--- src/rtl/mem_stage.sv ---
// mem_stage: memory-access stage that sits after the execute ALU.
// It takes one instruction at a time from execute and handles the data-memory
// request/response handshake for LW/LBU/SW/SB. It then presents exactly one
// writeback beat per instruction.
// Optional build macro: MEM_MISALIGN_TRAP_EN. When it is defined, a misaligned
// LW/SW skips memory and instead raises a one-beat misalign_o flag.

module mem_stage #(
  parameter int ADDR_W = 32
) (
  input  logic              clk,
  input  logic              reset,
  // execute side
  input  logic              ex_valid_i,
  output logic              ex_ready_o,
  input  logic [2:0]        ex_op_i,
  input  logic [31:0]       ex_result_i,
  input  logic [31:0]       ex_store_data_i,
  input  logic [4:0]        ex_rd_addr_i,
  input  logic              ex_wen_i,
  // data memory side
  output logic              dmem_req_o,
  output logic              dmem_we_o,
  output logic [ADDR_W-1:0] dmem_addr_o,
  output logic [31:0]       dmem_wdata_o,
  output logic [3:0]        dmem_be_o,
  input  logic              dmem_gnt_i,
  input  logic              dmem_rvalid_i,
  input  logic [31:0]       dmem_rdata_i,
  // writeback side
  output logic              wb_valid_o,
  input  logic              wb_ready_i,
  output logic              wb_wen_o,
  output logic [4:0]        wb_rd_addr_o,
  output logic [31:0]       wb_data_o,
  output logic              misalign_o
);

  localparam logic [1:0] S_IDLE = 2'd0;
  localparam logic [1:0] S_REQ  = 2'd1;
  localparam logic [1:0] S_WAIT = 2'd2;
  localparam logic [1:0] S_WB   = 2'd3;

  localparam logic [2:0] OP_LW  = 3'd1;
  localparam logic [2:0] OP_LBU = 3'd2;
  localparam logic [2:0] OP_SW  = 3'd3;
  localparam logic [2:0] OP_SB  = 3'd4;

  logic [1:0]        r_state;
  logic [ADDR_W-1:0] r_addr;
  logic [31:0]       r_wdata;
  logic [3:0]        r_be;
  logic              r_we;
  logic              r_is_byte;
  logic [1:0]        r_lane;
  logic [4:0]        r_rd;
  logic              r_wen;
  logic [31:0]       r_wb_data;
`ifdef MEM_MISALIGN_TRAP_EN
  logic              r_misalign;
`endif

  logic       w_is_lw, w_is_lbu, w_is_sw, w_is_sb, w_is_mem, w_is_store, w_is_byte;
  logic [1:0] w_lane;
  logic [3:0] w_lane_be;
  logic       w_misalign;
  logic       w_accept;
  logic [7:0] w_rbyte;
  logic       w_in_req, w_in_wb;

  // Decode the incoming op. Opcodes 5-7 fall through as PASS.
  assign w_is_lw    = (ex_op_i == OP_LW);
  assign w_is_lbu   = (ex_op_i == OP_LBU);
  assign w_is_sw    = (ex_op_i == OP_SW);
  assign w_is_sb    = (ex_op_i == OP_SB);
  assign w_is_mem   = w_is_lw | w_is_lbu | w_is_sw | w_is_sb;
  assign w_is_store = w_is_sw | w_is_sb;
  assign w_is_byte  = w_is_lbu | w_is_sb;
  assign w_lane     = ex_result_i[1:0];
  assign w_lane_be  = 4'b0001 << w_lane;

`ifdef MEM_MISALIGN_TRAP_EN
  assign w_misalign = (w_is_lw | w_is_sw) & (w_lane != 2'b00);
`else
  // Word accesses simply use the aligned word, so nothing is treated as misaligned.
  assign w_misalign = 1'b0;
`endif

  assign w_in_req = (r_state == S_REQ);
  assign w_in_wb  = (r_state == S_WB);

  // A new instruction can enter while the WB beat is being consumed.
  // This keeps PASS throughput at one instruction per cycle.
  assign ex_ready_o = (r_state == S_IDLE) | (w_in_wb & wb_ready_i);
  assign w_accept   = ex_valid_i & ex_ready_o;

  // LBU selects the addressed byte lane of the returned word.
  assign w_rbyte = dmem_rdata_i[{r_lane, 3'b000} +: 8];

  // The memory interface is driven only in REQ and reads as all-zero otherwise.
  assign dmem_req_o   = w_in_req;
  assign dmem_we_o    = w_in_req & r_we;
  assign dmem_addr_o  = w_in_req ? r_addr  : '0;
  assign dmem_wdata_o = w_in_req ? r_wdata : 32'h0;
  assign dmem_be_o    = w_in_req ? r_be    : 4'h0;

  // The writeback outputs are gated by WB, so they are zero whenever no beat is presented.
  assign wb_valid_o   = w_in_wb;
  assign wb_wen_o     = w_in_wb & r_wen;
  assign wb_rd_addr_o = w_in_wb ? r_rd      : 5'd0;
  assign wb_data_o    = w_in_wb ? r_wb_data : 32'h0;
`ifdef MEM_MISALIGN_TRAP_EN
  assign misalign_o   = w_in_wb & r_misalign;
`else
  assign misalign_o   = 1'b0;
`endif

  // Sequencing: latch an accepted instruction, then step REQ -> WAIT -> WB.
  // A reset drops any response that is still in flight.
  always_ff @(posedge clk or posedge reset) begin
    if (reset) begin
      r_state    <= S_IDLE;
      r_addr     <= '0;
      r_wdata    <= 32'h0;
      r_be       <= 4'h0;
      r_we       <= 1'b0;
      r_is_byte  <= 1'b0;
      r_lane     <= 2'b00;
      r_rd       <= 5'd0;
      r_wen      <= 1'b0;
      r_wb_data  <= 32'h0;
`ifdef MEM_MISALIGN_TRAP_EN
      r_misalign <= 1'b0;
`endif
    end else if (w_accept) begin
      r_addr     <= {ex_result_i[ADDR_W-1:2], 2'b00};
      r_we       <= w_is_store;
      r_is_byte  <= w_is_byte;
      r_lane     <= w_lane;
      r_rd       <= ex_rd_addr_i;
      r_be       <= w_is_byte ? w_lane_be : 4'hF;
      r_wdata    <= w_is_sb ? {4{ex_store_data_i[7:0]}} :
                    (w_is_sw ? ex_store_data_i : 32'h0);
      r_wen      <= (w_is_store | w_misalign) ? 1'b0 : ex_wen_i;
      r_wb_data  <= w_is_mem ? 32'h0 : ex_result_i;
`ifdef MEM_MISALIGN_TRAP_EN
      r_misalign <= w_misalign;
`endif
      r_state    <= (w_is_mem & ~w_misalign) ? S_REQ : S_WB;
    end else begin
      case (r_state)
        S_REQ: begin
          if (dmem_gnt_i) begin
            r_state <= r_we ? S_WB : S_WAIT;
          end
        end
        S_WAIT: begin
          if (dmem_rvalid_i) begin
            r_wb_data <= r_is_byte ? {24'h0, w_rbyte} : dmem_rdata_i;
            r_state   <= S_WB;
          end
        end
        S_WB: begin
          if (wb_ready_i) begin
            r_state <= S_IDLE;
          end
        end
        default: begin
          r_state <= S_IDLE;
        end
      endcase
    end
  end

endmodule

--- config.mk ---
export PLATFORM = sky130hd
export DESIGN_NAME = mem_stage
export DESIGN_NICKNAME = d
export VERILOG_FILES = /design/src/rtl/mem_stage.sv
export SDC_FILE = /design/constraint.sdc
export NUM_CORES = 1
export LEC_CHECK = 0
export ABC_AREA = 1
export BUFFER_PORTS_ARGS = -buffer_cell sky130_fd_sc_hd__buf_2
export CAP_MARGIN = 5
export CORE_MARGIN = 3
export CORE_UTILIZATION = 40
export CTS_BUF_LIST = sky130_fd_sc_hd__clkbuf_8
export DETAILED_ROUTE_END_ITERATION = 12
export GPL_ROUTABILITY_DRIVEN = 0
export GPL_TIMING_DRIVEN = 0
export PLACE_DENSITY = 0.76
export SETUP_SLACK_MARGIN = 0.4
export SYNTH_ARGS = -nofsm -noshare
export SYNTH_HDL_FRONTEND = slang
export SYNTH_SLANG_ARGS = --single-unit
--- constraint.sdc ---
create_clock -name clk -period 3.3 [get_ports clk]
set_clock_uncertainty 0.2 [all_clocks]
set_input_delay 0.33 -clock clk [delete_from_list [all_inputs] [get_ports clk]]
set_output_delay 0.33 -clock clk [all_outputs]
set_load 0.005 [all_outputs]
== Word-level counts from Yosys, hierarchy flattened ==
Cells that the tools add are included.
Word-level totals
  bits in read-only memories: 0
  memories: 0
  logic and storage cells: 58
  bits in latches: 0
  output and inout port bits: 111
  bits of input ports: 111
  bits in registers: 110
  bits in writable memories: 0
Operators by class
  bitwise operators: 10
  divide/modulo/power cells: 0
  multiply operators: 0
  equality and inequality tests: 10
  magnitude comparators: 0
  shift-type cells: 2
  reduce and logical (&&, ||, !) cells: 5
  mux-type cells: 21
  $add $sub $neg: 0
Operators by type and width (number)
  32-bit two-way mux: 10
  32-bit by 6-bit variable part select with 8-bit output: 1
  2-bit two-way mux: 5
  3-bit != test, second input constant: 3
  4-bit two-way mux: 2
  3-bit by 2-bit == test with 1-bit output, second input constant: 2
  1-bit OR: 6
  2-bit one-hot mux with 3 select lines: 1
  5-bit two-way mux: 1
  1-bit AND: 4
  2-bit == test, second input constant: 2
  2-bit nonzero test: 2
  1-bit by 2-bit left shift with 4-bit output, first input constant: 1
  3-bit by 1-bit == test with 1-bit output, second input constant: 1
  3-bit == test, second input constant: 1
  3-bit AND reduction: 1
  2-bit by 1-bit == test with 1-bit output, second input constant: 1
  2-bit logical NOT: 1
  1-bit two-way mux: 2
  2-bit AND reduction: 1

== Depth between registers and ports, before layout ==
Gate-level depths: netlist (run 1).
  depth in word-level cells: 6
  gate-level depth with buffers: 11
  depth with buffers taken out: 10

== Worst setup path after synthesis (run 1) ==
Ideal clock, no wire load.
  path kind: register -> output
  start point: reg r_state[1]
  end point: out dmem_addr_o[30]
  data required time: 2770 ps
  buffers on the path: 2
  cell stages (with the launch flop): 7
  arrival time: 1397 ps
  setup slack: 1373 ps
  cell sequence: dfrtp_1 inv_1 ha_1 clkbuf_1 clkbuf_1 nand2_1 inv_1
On the way
  longest elaborated chain between the ends: 2
RTL lines
  start: declaration: line 49  | logic [1:0] r_state;
  start signal: assignment: line 149  | r_state <= (w_is_mem & ~w_misalign) ? S_REQ : S_WB;
  start signal: assignment: line 154  | r_state <= r_we ? S_WB : S_WAIT;
  2-bit by 1-bit == test with 1-bit output: line 89  | assign w_in_req = (r_state == S_REQ);
  via dmem_req_o: line 22  | output logic dmem_req_o,
  32-bit two-way mux: line 103  | assign dmem_addr_o = w_in_req ? r_addr : '0;
  end: declaration: line 24  | output logic [ADDR_W-1:0] dmem_addr_o,
The timed path passes the listed nets, and every way through them passes these cells.

== Worst setup path in the final report (run 1) ==
  start point: reg r_state[1]
  end point: out dmem_addr_o[3]
On the way
  longest elaborated chain between the ends: 2
RTL lines (line)
  2-bit by 1-bit == test with 1-bit output: 89
  32-bit two-way mux: 103
Every way passes these cells.

==> results of run 1 <==
==> power by group <==
| group | switching (mW) | internal [mW] |
|---|---|---|
| Combinational | 1.84 | 1.10 |
| Clock | 0.486 | 0.546 |
| Sequential | 0.383 | 1.99 |
==> through the flow <==
stage	setup slack [ns]	hold WS [ns]	power, mW	area, um2	std cells
floorplan	1.373	0.2396	4.173	5971	893
global placement	0.6188	0.2561	5.155	7282	1290
detailed placement	0.5767	0.2633	5.241	7322	1292
CTS	0.4797	0.0002191	6.337	8213	1371
global route	0.3998	0.01167	6.879	8219	1371
finish	0.5720	0.02556	6.345	8219	1371
==> layer usage <==
metal,track usage,vias to the layer above
li1,-,3223
met1,0.3163,2956
met2,0.4214,337
met3,0.05167,57
met4,0.1211,0
met5,0,-
==> kinds of logic (layout without fill, tap and decap cells) <==
| group | after synthesis | after routing | share of synthesized area |
|---|---|---|---|
| simple gates | 510 | 510 | 0.3321 |
| fa+ha+maj | 4 | 4 | 0.008398 |
| buf+inv | 179 | 477 | 0.1218 |
| flops | 110 | 110 | 0.4619 |
| other cells | 1 | 3 | 0.0006293 |
| compound gates | 87 | 87 | 0.07516 |
==> area by class of cell <==
| cell class | count | area share |
|---|---|---|
| repair buffers | 282 | 0.2137 |
| clock inverters | 5 | 0.01279 |
| clock buffers | 11 | 0.01842 |
| multi-input cells | 604 | 0.3028 |
| well taps | 180 | 0.02740 |
| inverters | 135 | 0.06211 |
| plain buffers | 44 | 0.02786 |
| flip-flops and latches | 110 | 0.3349 |
==> layout by cell type (no fill, tap or decap), types with 2 or more instances in the layout <==
cell type and instances:
a21oi_1 66, buf_12 2, buf_2 233, buf_4 7
bufinv_16 3, clkbuf_1 11, clkbuf_2 8, clkbuf_8 11
clkinvlp_4 3, conb_1 3, dfrtp_1 110, dlygate4sd3_1 63
ha_1 4, inv_1 130, inv_2 3, nand2_1 372
nand2_2 3, nand2_4 2, nand3_1 25, nor2_1 106
o21ai_0 16
==> final timing paths <==
| path | end | slack [ns] | start | cells past startpoint |
|---|---|---|---|---|
| min in group asynchronous | r_wdata[7] | 0.46 | reset | 3 |
| max | dmem_addr_o[3] | 0.57 | r_state[1] | 7 |
| max reg2reg | r_wdata[16] | 0.95 | r_state[1] | 7 |
| min reg2reg | r_addr[4] | 0.28 | r_addr[4] | 2 |
| min | r_wdata[6] | 0.03 | ex_store_data_i[6] | 3 |
| max in group asynchronous | r_wb_data[21] | 1.75 | reset | 4 |
==> registers in the layout (all words and copies together) (netlist names) <==
signal	count
r_addr	30
r_is_byte	1
r_state	2
r_wdata	32
r_be	4
r_wb_data	32
r_rd	5
r_we	1
r_wen	1
r_lane	2
==> worst register-to-register path, cell delays in order, from the launching register on <==
cell and delay (ns):
dfrtp_1 0.43, ha_1 0.33, nand2_2 0.12, nand2_4 0.14, nand2_4 0.13, clkbuf_1 0.26
a21oi_1 0.46, a21oi_1 0.16
==> timing repair <==
action	4_1_cts	5_1_grt
endpoints found under the hold margin	109	0
endpoints found under the setup margin	52	35
hold buffers	63	0
gates resized for setup	3	9
buffers inserted	0	0
gates cloned	0	0
==> impl_metrics.env, run 1 <==
export IMPL_synth_most_common_cell="nand2_1"
export IMPL_h_tree_depth=3
export IMPL_critical_path_top_delay_family="buffers and inverters"
export IMPL_grt_pass1_wl_mm=32.44
export IMPL_grt_max_degree=42
export IMPL_crit_path_start_kind="flop"
export IMPL_rsz0062_at_grt="false"
export IMPL_ys_top_cells_by_area="dfrtp_1 46%, nand2_1 23%, inv_1 8.3%"
export IMPL_wl_met3_mm=1.837
export IMPL_first_global_vias=6389
export IMPL_dieWidth_um=128.1
export IMPL_status="finished, final reports clean"
export IMPL_clockRootBuffer="clkbuf_8"
export IMPL_avgSynthCellArea_um2=6.689
export IMPL_yosysSeqAreaShare=0.4619
export IMPL_synth_cell_types=25
export IMPL_setup_viol=0
export IMPL_fin_setup_tns_ns=0
export IMPL_criticalPathCategory="reg2out"
export IMPL_drv_cap=0
export IMPL_slew_violations=0
export IMPL_synth_ff_type="dfrtp_1"
export IMPL_antenna_found_initial=0
export IMPL_port_buffer_count=217
export IMPL_multi_input_area_um2=2489
export IMPL_numCtsBuffers=9
export IMPL_num_rows=43
export IMPL_fmax_mhz=366.6
export IMPL_avgRoutedWirePerCell_um=15.16
export IMPL_hpwl_mm=15.31
export IMPL_core_area_um2=14200
export IMPL_clk_pin_slew_worst_paths_ns=0.11
export IMPL_p_per_area_nw_per_um2=772.0
export IMPL_io_pins=222
export IMPL_slowest_stage="dfrtp_1"
export IMPL_clock_sinks=110
export IMPL_nFillCells=1333
export IMPL_die_y_um=128.1
export IMPL_antenna_cells=0
export IMPL_worstMarginPinSlew_ns=0.8992
export IMPL_ys_async_sr_fraction=1.000
export IMPL_synth_edf_count=0
export IMPL_hp_class="in2reg"
export IMPL_regArea_um2=2753
export IMPL_syn_to_final_growth_pct=37.92
export IMPL_grt_remaining_overflow=0
export IMPL_dr_pass1_iters=5
export IMPL_crit_arrival_ns=2.20
export IMPL_yosys_area_top_type="dfrtp_1"
export IMPL_syn_cell_area_um2=5959
export IMPL_ys_top_cells_by_count="372 x nand2_1, 131 x inv_1, 110 x dfrtp_1"
export IMPL_start_util=0.4196
export IMPL_ys_warnings_count=0
export IMPL_leakagePower_nw=5.294
export IMPL_fin_nets=1301
export IMPL_drive_gt1_frac=0.2334
export IMPL_ant_nets=0
export IMPL_max_slew_margin=0.3993
export IMPL_synth_top_area_frac=0.4619
export IMPL_synth_seq_cells=110
export IMPL_period_needed_ns=2.728
export IMPL_wl_mm=20.79
export IMPL_irDropWorstVdd_mv=0.3396
export IMPL_die_area_um2=16400
export IMPL_fin_util=0.5787
export IMPL_synthCells=891
export IMPL_cp_cell_sequence="inv_1 > ha_1 > clkbuf_2 > clkbuf_2 > nand2_1 > inv_1 > buf_2"
export IMPL_period_share=0.8267
export IMPL_critical_path_max_stage_delay_ns=0.44
export IMPL_cts_tree="built"
export IMPL_path_buf_inv=5
export IMPL_clockBufferDepth=2
export IMPL_via_per_inst=4.794
export IMPL_worst_ep_required_time_ns=2.77
export IMPL_end_kind="output pin"
export IMPL_m1WireLength_mm=8.446
export IMPL_grt_usage=0.2537
export IMPL_clock_latency_ns=0.40
export IMPL_finalHoldViolCount=0
export IMPL_highest_layer="met4"
export IMPL_met2_length_mm=9.705
export IMPL_drtIter0Drc=599
export IMPL_crit_fanout=10
export IMPL_routed_via_count=6573
export IMPL_drc=0
No activity file was read; power rests on OpenSTA's default activity.
==> run 2: changes to the inputs <==
--- a/config.mk
+++ b/config.mk
@@ -14,7 +14,7 @@
 export DETAILED_ROUTE_END_ITERATION = 12
 export GPL_ROUTABILITY_DRIVEN = 0
 export GPL_TIMING_DRIVEN = 0
-export PLACE_DENSITY = 0.76
+export PLACE_DENSITY = 0.73
 export SETUP_SLACK_MARGIN = 0.4
 export SYNTH_ARGS = -nofsm -noshare
 export SYNTH_HDL_FRONTEND = slang
==> constraint.sdc (replaced) <==
create_clock -name clk -period 2.8 [get_ports clk]
set_clock_uncertainty 0.2 [all_clocks]
set_input_delay 0.28 -clock clk [delete_from_list [all_inputs] [get_ports clk]]
set_output_delay 0.28 -clock clk [all_outputs]
set_load 0.005 [all_outputs]
==> impl_metrics.env, run 2 (synthesis results as in run 1) <==
export IMPL_status="finished, final reports clean"
export IMPL_via_per_inst=4.838
export IMPL_drv_cap=0
export IMPL_clock_sinks=110
export IMPL_clockRootBuffer="clkbuf_8"
export IMPL_cp_cell_sequence="ha_2 > buf_4 > clkbuf_4 > nand2_1 > inv_1 > buf_2"
export IMPL_routed_via_count=6667
export IMPL_avgRoutedWirePerCell_um=15.45
export IMPL_grt_usage=0.2609
export IMPL_critical_path_max_stage_delay_ns=0.44
export IMPL_leakagePower_nw=5.318
export IMPL_dp_slack_ns=0.2517
export IMPL_critical_path_top_delay_family="buffers and inverters"
export IMPL_setup_viol=0
export IMPL_post_cts_buffers=0
export IMPL_p_per_area_nw_per_um2=888.2
export IMPL_antenna_cells=0
export IMPL_nFillCells=1356
export IMPL_drtIter0Drc=509
export IMPL_fin_nets=1310
export IMPL_core_area_um2=14200
export IMPL_finalHoldViolCount=0
export IMPL_ant_nets=0
export IMPL_io_pins=222
export IMPL_numCtsBuffers=9
export IMPL_end_kind="output pin"
export IMPL_clock_latency_ns=0.39
export IMPL_grt_pass1_wl_mm=33.37
export IMPL_num_rows=43
export IMPL_antenna_found_initial=0
export IMPL_reg_largest_list="r_wb_data x32, r_wdata x32, r_addr x30"
export IMPL_dr_pass1_iters=5
export IMPL_die_area_um2=16400
export IMPL_slowest_stage="dfrtp_1"
export IMPL_path_buf_inv=4
export IMPL_layout_commonest_cell="nand2_1"
export IMPL_grt_remaining_overflow=0
export IMPL_clk_pin_slew_worst_paths_ns=0.11
export IMPL_rsz0062_at_grt="true"
export IMPL_fin_setup_tns_ns=0
export IMPL_port_buffer_count=217
export IMPL_period_share=0.8206
export IMPL_worst_ep_required_time_ns=2.32
export IMPL_setup_ws_ns=0.5022
export IMPL_hpwl_mm=15.46
export IMPL_drive_gt1_frac=0.2346
export IMPL_crit_arrival_ns=1.82
export IMPL_drc=0
export IMPL_h_tree_depth=3
export IMPL_dieWidth_um=128.1
export IMPL_start_util=0.4196
export IMPL_mostFrequentLayoutCells="372 x nand2_1, 233 x buf_2, 130 x inv_1"
export IMPL_criticalPathCategory="reg2out"
export IMPL_first_global_vias=6445
export IMPL_clockBufferDepth=2
export IMPL_grt_max_degree=42
export IMPL_syn_to_final_growth_pct=39.28
export IMPL_slew_violations=0
export IMPL_cts_tree="built"
export IMPL_wl_mm=21.29
export IMPL_crit_fanout=10
export IMPL_hp_class="in2reg"
export IMPL_period_needed_ns=2.298
export IMPL_max_slew_margin=0.4832
export IMPL_fmax_mhz=435.2
export IMPL_die_y_um=128.1
export IMPL_crit_path_start_kind="flop"
export IMPL_irDropWorstVdd_mv=0.3914
export IMPL_worstMarginPinSlew_ns=0.7736
[run 2: cell type report]
type / instances / area [um2] / share of cell area
flip-flops and latches: 110 / 2753 / 0.3316
multi-input cells: 604 / 2504 / 0.3016
repair buffers: 291 / 1847 / 0.2225
inverters: 135 / 510.5 / 0.06150
plain buffers: 44 / 265.3 / 0.03196
well taps: 180 / 225.2 / 0.02713
clock buffers: 11 / 151.4 / 0.01824
clock inverters: 3 / 45.04 / 0.005427
[run 2: path summary, 6_finish.rpt]
check / startpoint / endpoint / slack (ns) / cells past startpoint
worst max-delay path: r_state[0] / wb_data_o[29] / 0.50 / 6
worst min-delay path: dmem_rdata_i[21] / r_wb_data[21] / 0.05 / 5
worst max register to register: r_state[0] / r_wdata[25] / 0.56 / 7
worst min register to register: r_addr[3] / r_addr[3] / 0.28 / 2
max in group asynchronous: reset / r_wb_data[10] / 1.34 / 4
min in group asynchronous: reset / r_wdata[7] / 0.40 / 3
[run 2: tightest hold or removal path, delay by kind of cell]
family,cells,cell delay (ns)
buffers and inverters,1,0.12
and+or+nand+nor,4,0.21
[run 2: layer usage]
metal | share of wire | track usage
met2 | 0.48 | 0.4489
met1 | 0.40 | 0.3275
met3 | 0.093 | 0.05458
met4 | 0.025 | 0.08614
met5 | 0 | 0
[run 2: what timing repair did]
action,4_1_cts,5_1_grt
setup endpoints to repair,93,60
hold buffers,72,0
resized for setup,18,11
hold endpoints to repair,114,0
[run 2: stage by stage]
stage | area [um2] | util | total power, mW | hold WS (ns) | cells
finish | 8300 | 0.5844 | 7.372 | 0.05431 | 1378
global route | 8300 | 0.5844 | 8.011 | 0.06050 | 1378
CTS | 8280 | 0.5830 | 7.330 | 0.02906 | 1378
detailed placement | 7322 | 0.5155 | 6.187 | 0.2339 | 1292
global placement | 7282 | 0.5127 | 6.090 | 0.2557 | 1290
floorplan | 5971 | - | 4.918 | 0.1896 | 893
[run 2: power breakdown]
group | total, mW | internal, mW | switching [mW]
combinational | 3.56 | 1.35 | 2.22
sequential | 2.79 | 2.35 | 0.439
clock | 1.02 | 0.454 | 0.565
total | 7.37 | 4.15 | 3.22
==> run 3: changes to the inputs <==
--- a/config.mk
+++ b/config.mk
@@ -5,7 +5,7 @@
 export SDC_FILE = /design/constraint.sdc
 export NUM_CORES = 1
 export LEC_CHECK = 0
-export ABC_AREA = 1
+export ABC_AREA = 0
 export BUFFER_PORTS_ARGS = -buffer_cell sky130_fd_sc_hd__buf_2
 export CAP_MARGIN = 5
 export CORE_MARGIN = 3
@@ -14,7 +14,7 @@
 export DETAILED_ROUTE_END_ITERATION = 12
 export GPL_ROUTABILITY_DRIVEN = 0
 export GPL_TIMING_DRIVEN = 0
-export PLACE_DENSITY = 0.73
+export PLACE_DENSITY = 0.74
 export SETUP_SLACK_MARGIN = 0.4
 export SYNTH_ARGS = -nofsm -noshare
 export SYNTH_HDL_FRONTEND = slang
==> constraint.sdc (replaced) <==
create_clock -name clk -period 2.2 [get_ports clk]
set_clock_uncertainty 0.2 [all_clocks]
set_input_delay 0.22 -clock clk [delete_from_list [all_inputs] [get_ports clk]]
set_output_delay 0.22 -clock clk [all_outputs]
set_load 0.005 [all_outputs]
==> impl_metrics.env, run 3 <==
export IMPL_layout_commonest_cell="nand2_1"
export IMPL_ys_warnings_count=0
export IMPL_post_dp_cell_area_um2=7078
export IMPL_synth_top_family_by_area="simple AND/OR/NAND/NOR gates"
export IMPL_avgRoutedWirePerCell_um=22.74
export IMPL_dp_slack_ns=-0.2976
export IMPL_ant_nets=0
export IMPL_synth_edf_count=0
export IMPL_path_buf_inv=4
export IMPL_switchingPower_mw=5.102
export IMPL_ys_async_sr_fraction=1.000
export IMPL_critical_path_top_delay_family="compound AO/OA/AOI/OAI gates"
export IMPL_port_buffer_count=218
export IMPL_dieWidth_um=125.3
export IMPL_cp_common_cell="buf_6"
export IMPL_synth_simple_area_share=0.2668
export IMPL_fin_nets=1141
export IMPL_die_area_um2=15700
export IMPL_slowest_stage="a221oi_1"
export IMPL_setup_ws_ns=0.04761
export IMPL_synth_adder_area_share=0.008791
export IMPL_synth_most_common_cell="nand2_1"
export IMPL_core_area_um2=13560
export IMPL_p_per_area_nw_per_um2=1227
export IMPL_dr_pass1_iters=5
export IMPL_grt_remaining_overflow=0
export IMPL_nFillCells=760
export IMPL_swShare=0.3912
export IMPL_p_clk_frac=0.092
export IMPL_drive_gt1_frac=0.4927
export IMPL_clk_pin_slew_worst_paths_ns=0.12
export IMPL_synth_cell_types=39
export IMPL_mostFrequentLayoutCells="139 x nand2_1, 133 x buf_2, 115 x buf_6"
export IMPL_num_rows=42
export IMPL_die_y_um=125.3
export IMPL_clock_sinks=110
export IMPL_synthMuxAreaShare=0.005275
export IMPL_antenna_found_initial=3
export IMPL_end_kind="flop"
export IMPL_power_frac_seq=0.282
export IMPL_status="finished, final reports clean"
export IMPL_worst_ep_required_time_ns=2.27
export IMPL_irDropWorstVdd_mv=0.7034
export IMPL_internal_power_mw=7.941
export IMPL_clock_latency_ns=0.41
export IMPL_power_frac_comb=0.626
export IMPL_synth_top_area_frac=0.4835
export IMPL_rsz0062_at_grt="true"
export IMPL_syn_cell_area_um2=5693
export IMPL_synth_xor_area_share=0.001538
export IMPL_yosys_area_top_type="dfrtp_1"
export IMPL_start_util=0.4199
export IMPL_cp_cell_sequence="buf_6 > buf_6 > inv_4 > ha_4 > a21o_4 > nand2_8 > clkbuf_16 > a221oi_1 > nor2_2"
export IMPL_io_pins=222
export IMPL_via_per_inst=5.688
export IMPL_syn_to_final_growth_pct=86.68
export IMPL_routed_via_count=6877
export IMPL_grt_usage=0.3097
export IMPL_hpwl_mm=14.33
export IMPL_clockBufferDepth=2
export IMPL_criticalPathCategory="reg2reg"
export IMPL_synthCells=632
export IMPL_crit_arrival_ns=2.23
export IMPL_period_share=0.9784
export IMPL_worstMarginPinSlew_ns=0.5757
export IMPL_max_slew_margin=0.6148
export IMPL_crit_fanout=9
export IMPL_numCtsBuffers=9
export IMPL_drtIter0Drc=694
export IMPL_yosysSeqAreaShare=0.4835
export IMPL_period_needed_ns=2.152
export IMPL_cts_tree="built"
export IMPL_crit_path_start_kind="flop"
export IMPL_h_tree_depth=3
export IMPL_first_global_vias=6952
export IMPL_ys_top_cells_by_count="142 x nand2_1, 110 x dfrtp_1, 106 x and2_1"
export IMPL_grt_pass1_wl_mm=38.21
export IMPL_finalHoldViolCount=0
export IMPL_ys_top_cells_by_area="dfrtp_1 48%, and2_1 12%, nand2_1 9.4%"
export IMPL_slew_violations=0
export IMPL_drc=0
export IMPL_drv_cap=0
export IMPL_synth_seq_cells=110
export IMPL_reg2reg_slack_ns=0.05
export IMPL_hp_class="in2reg"
export IMPL_wl_mm=27.49
export IMPL_synth_compound_area_frac=0.1716
export IMPL_fmax_mhz=464.6
export IMPL_critical_path_max_stage_delay_ns=0.43
export IMPL_clockRootBuffer="clkbuf_8"
export IMPL_finalInstanceArea_um2=10630
export IMPL_synth_ff_type="dfrtp_1"
export IMPL_grt_max_degree=40
export IMPL_reg_largest_list="r_wb_data x32, r_wdata x32, r_addr x30"
export IMPL_setup_viol=0
export IMPL_avgSynthCellArea_um2=9.008
export IMPL_leakagePower_nw=5.174
## run 3: cell count changes after synthesis, sizes merged, moves of 9 or more
cell,previous run,this run
o21ai,18,32
a21oi,66,2
nor2,107,53
and2,0,106
buf,26,37
a22oi,0,33
inv,134,12
nand2,377,143
a221oi,0,24
o211ai,1,10
nand3,25,6
## run 3: layout make-up
cell class	count	area, um2	share of cell area
Antenna cell	2	5.005	0.0004709
Buffer	51	643.1	0.06051
Clock buffer	9	123.9	0.01166
Clock inverter	7	48.80	0.004591
Inverter	12	51.30	0.004827
Multi-Input combinational cell	462	3178	0.2990
Sequential cell	110	2753	0.2590
Tap cell	176	220.2	0.02072
Timing Repair Buffer	380	3605	0.3392
## run 3: cell families (layout without fill, tap and decap cells)
logic type                 after synthesis  count (layout)
AOI/OAI and AO/OA                      130             131
buffers and inverters                   63             459
DFF                                    110             110
other                                    1               5
adders and majority gates                4               4
and+or+nand+nor                        320             320
muxes                                    3               3
xor gates and xnor gates                 1               1
## run 3: repair_timing
item                                    CTS  global route
resized for setup                       252           155
buffers inserted                         20            10
gates cloned                             21             7
hold buffers                            101             1
hold endpoints to repair                187             1
endpoints found under the setup margin  217           216
pin swaps                                54            23
## run 3: per-layer routing
| layer | global-route usage | share of wire | vias up |
|---|---|---|---|
| li1 | - | - | 2921 |
| met1 | 0.3670 | 0.35 | 3303 |
| met2 | 0.5299 | 0.50 | 509 |
| met3 | 0.07377 | 0.086 | 142 |
| met4 | 0.1486 | 0.058 | 2 |
| met5 | 0 | 0.00047 | - |
## run 3: worst register-to-register path, stage by stage (launching register included)
cell and delay (ns):
dfrtp_1 0.41, buf_6 0.13, buf_6 0.11, inv_4 0.06
ha_4 0.12, a21o_4 0.17, nand2_8 0.12, clkbuf_16 0.20
a221oi_1 0.43, nor2_2 0.09
## run 3: power groups by stage
stage	Combinational [mW]	Sequential, mW	Clock [mW]
after floorplan	2.75	3.32	0
after global placement	4.06	3.42	0
after detailed placement	4.16	3.45	0
after CTS	6.50	3.49	1.19
after global routing	8.63	3.74	1.27
final	8.17	3.68	1.19
## run 3: worst paths after layout
| check | start | to | cells past startpoint |
|---|---|---|---|
| setup / recovery | r_state[0] | r_wdata[17] | 9 |
| setup reg to reg | r_state[0] | r_wdata[17] | 9 |
| hold reg to reg | r_addr[12] | r_addr[12] | 2 |
| max in group asynchronous | reset | r_addr[23] | 5 |
| hold / removal | dmem_rdata_i[7] | r_wb_data[7] | 3 |
| min in group asynchronous | reset | r_wdata[0] | 3 |
## run 3: per-stage QoR
| step | util | hold slack [ns] | instances | total power, mW | TNS [ns] |
|---|---|---|---|---|---|
| global placement | 0.5176 | 0.2112 | 1028 | 7.483 | -42.30 |
| finish | 0.7839 | 0.01510 | 1209 | 13.04 | 0 |
| global route | 0.7839 | 0.02882 | 1209 | 13.64 | -0.04317 |
| CTS | 0.7236 | 0.008259 | 1189 | 11.18 | 0 |
| detailed placement | 0.5221 | -0.006453 | 1031 | 7.615 | -6.962 |
| floorplan | - | 0.1254 | 634 | 6.068 | 0 |
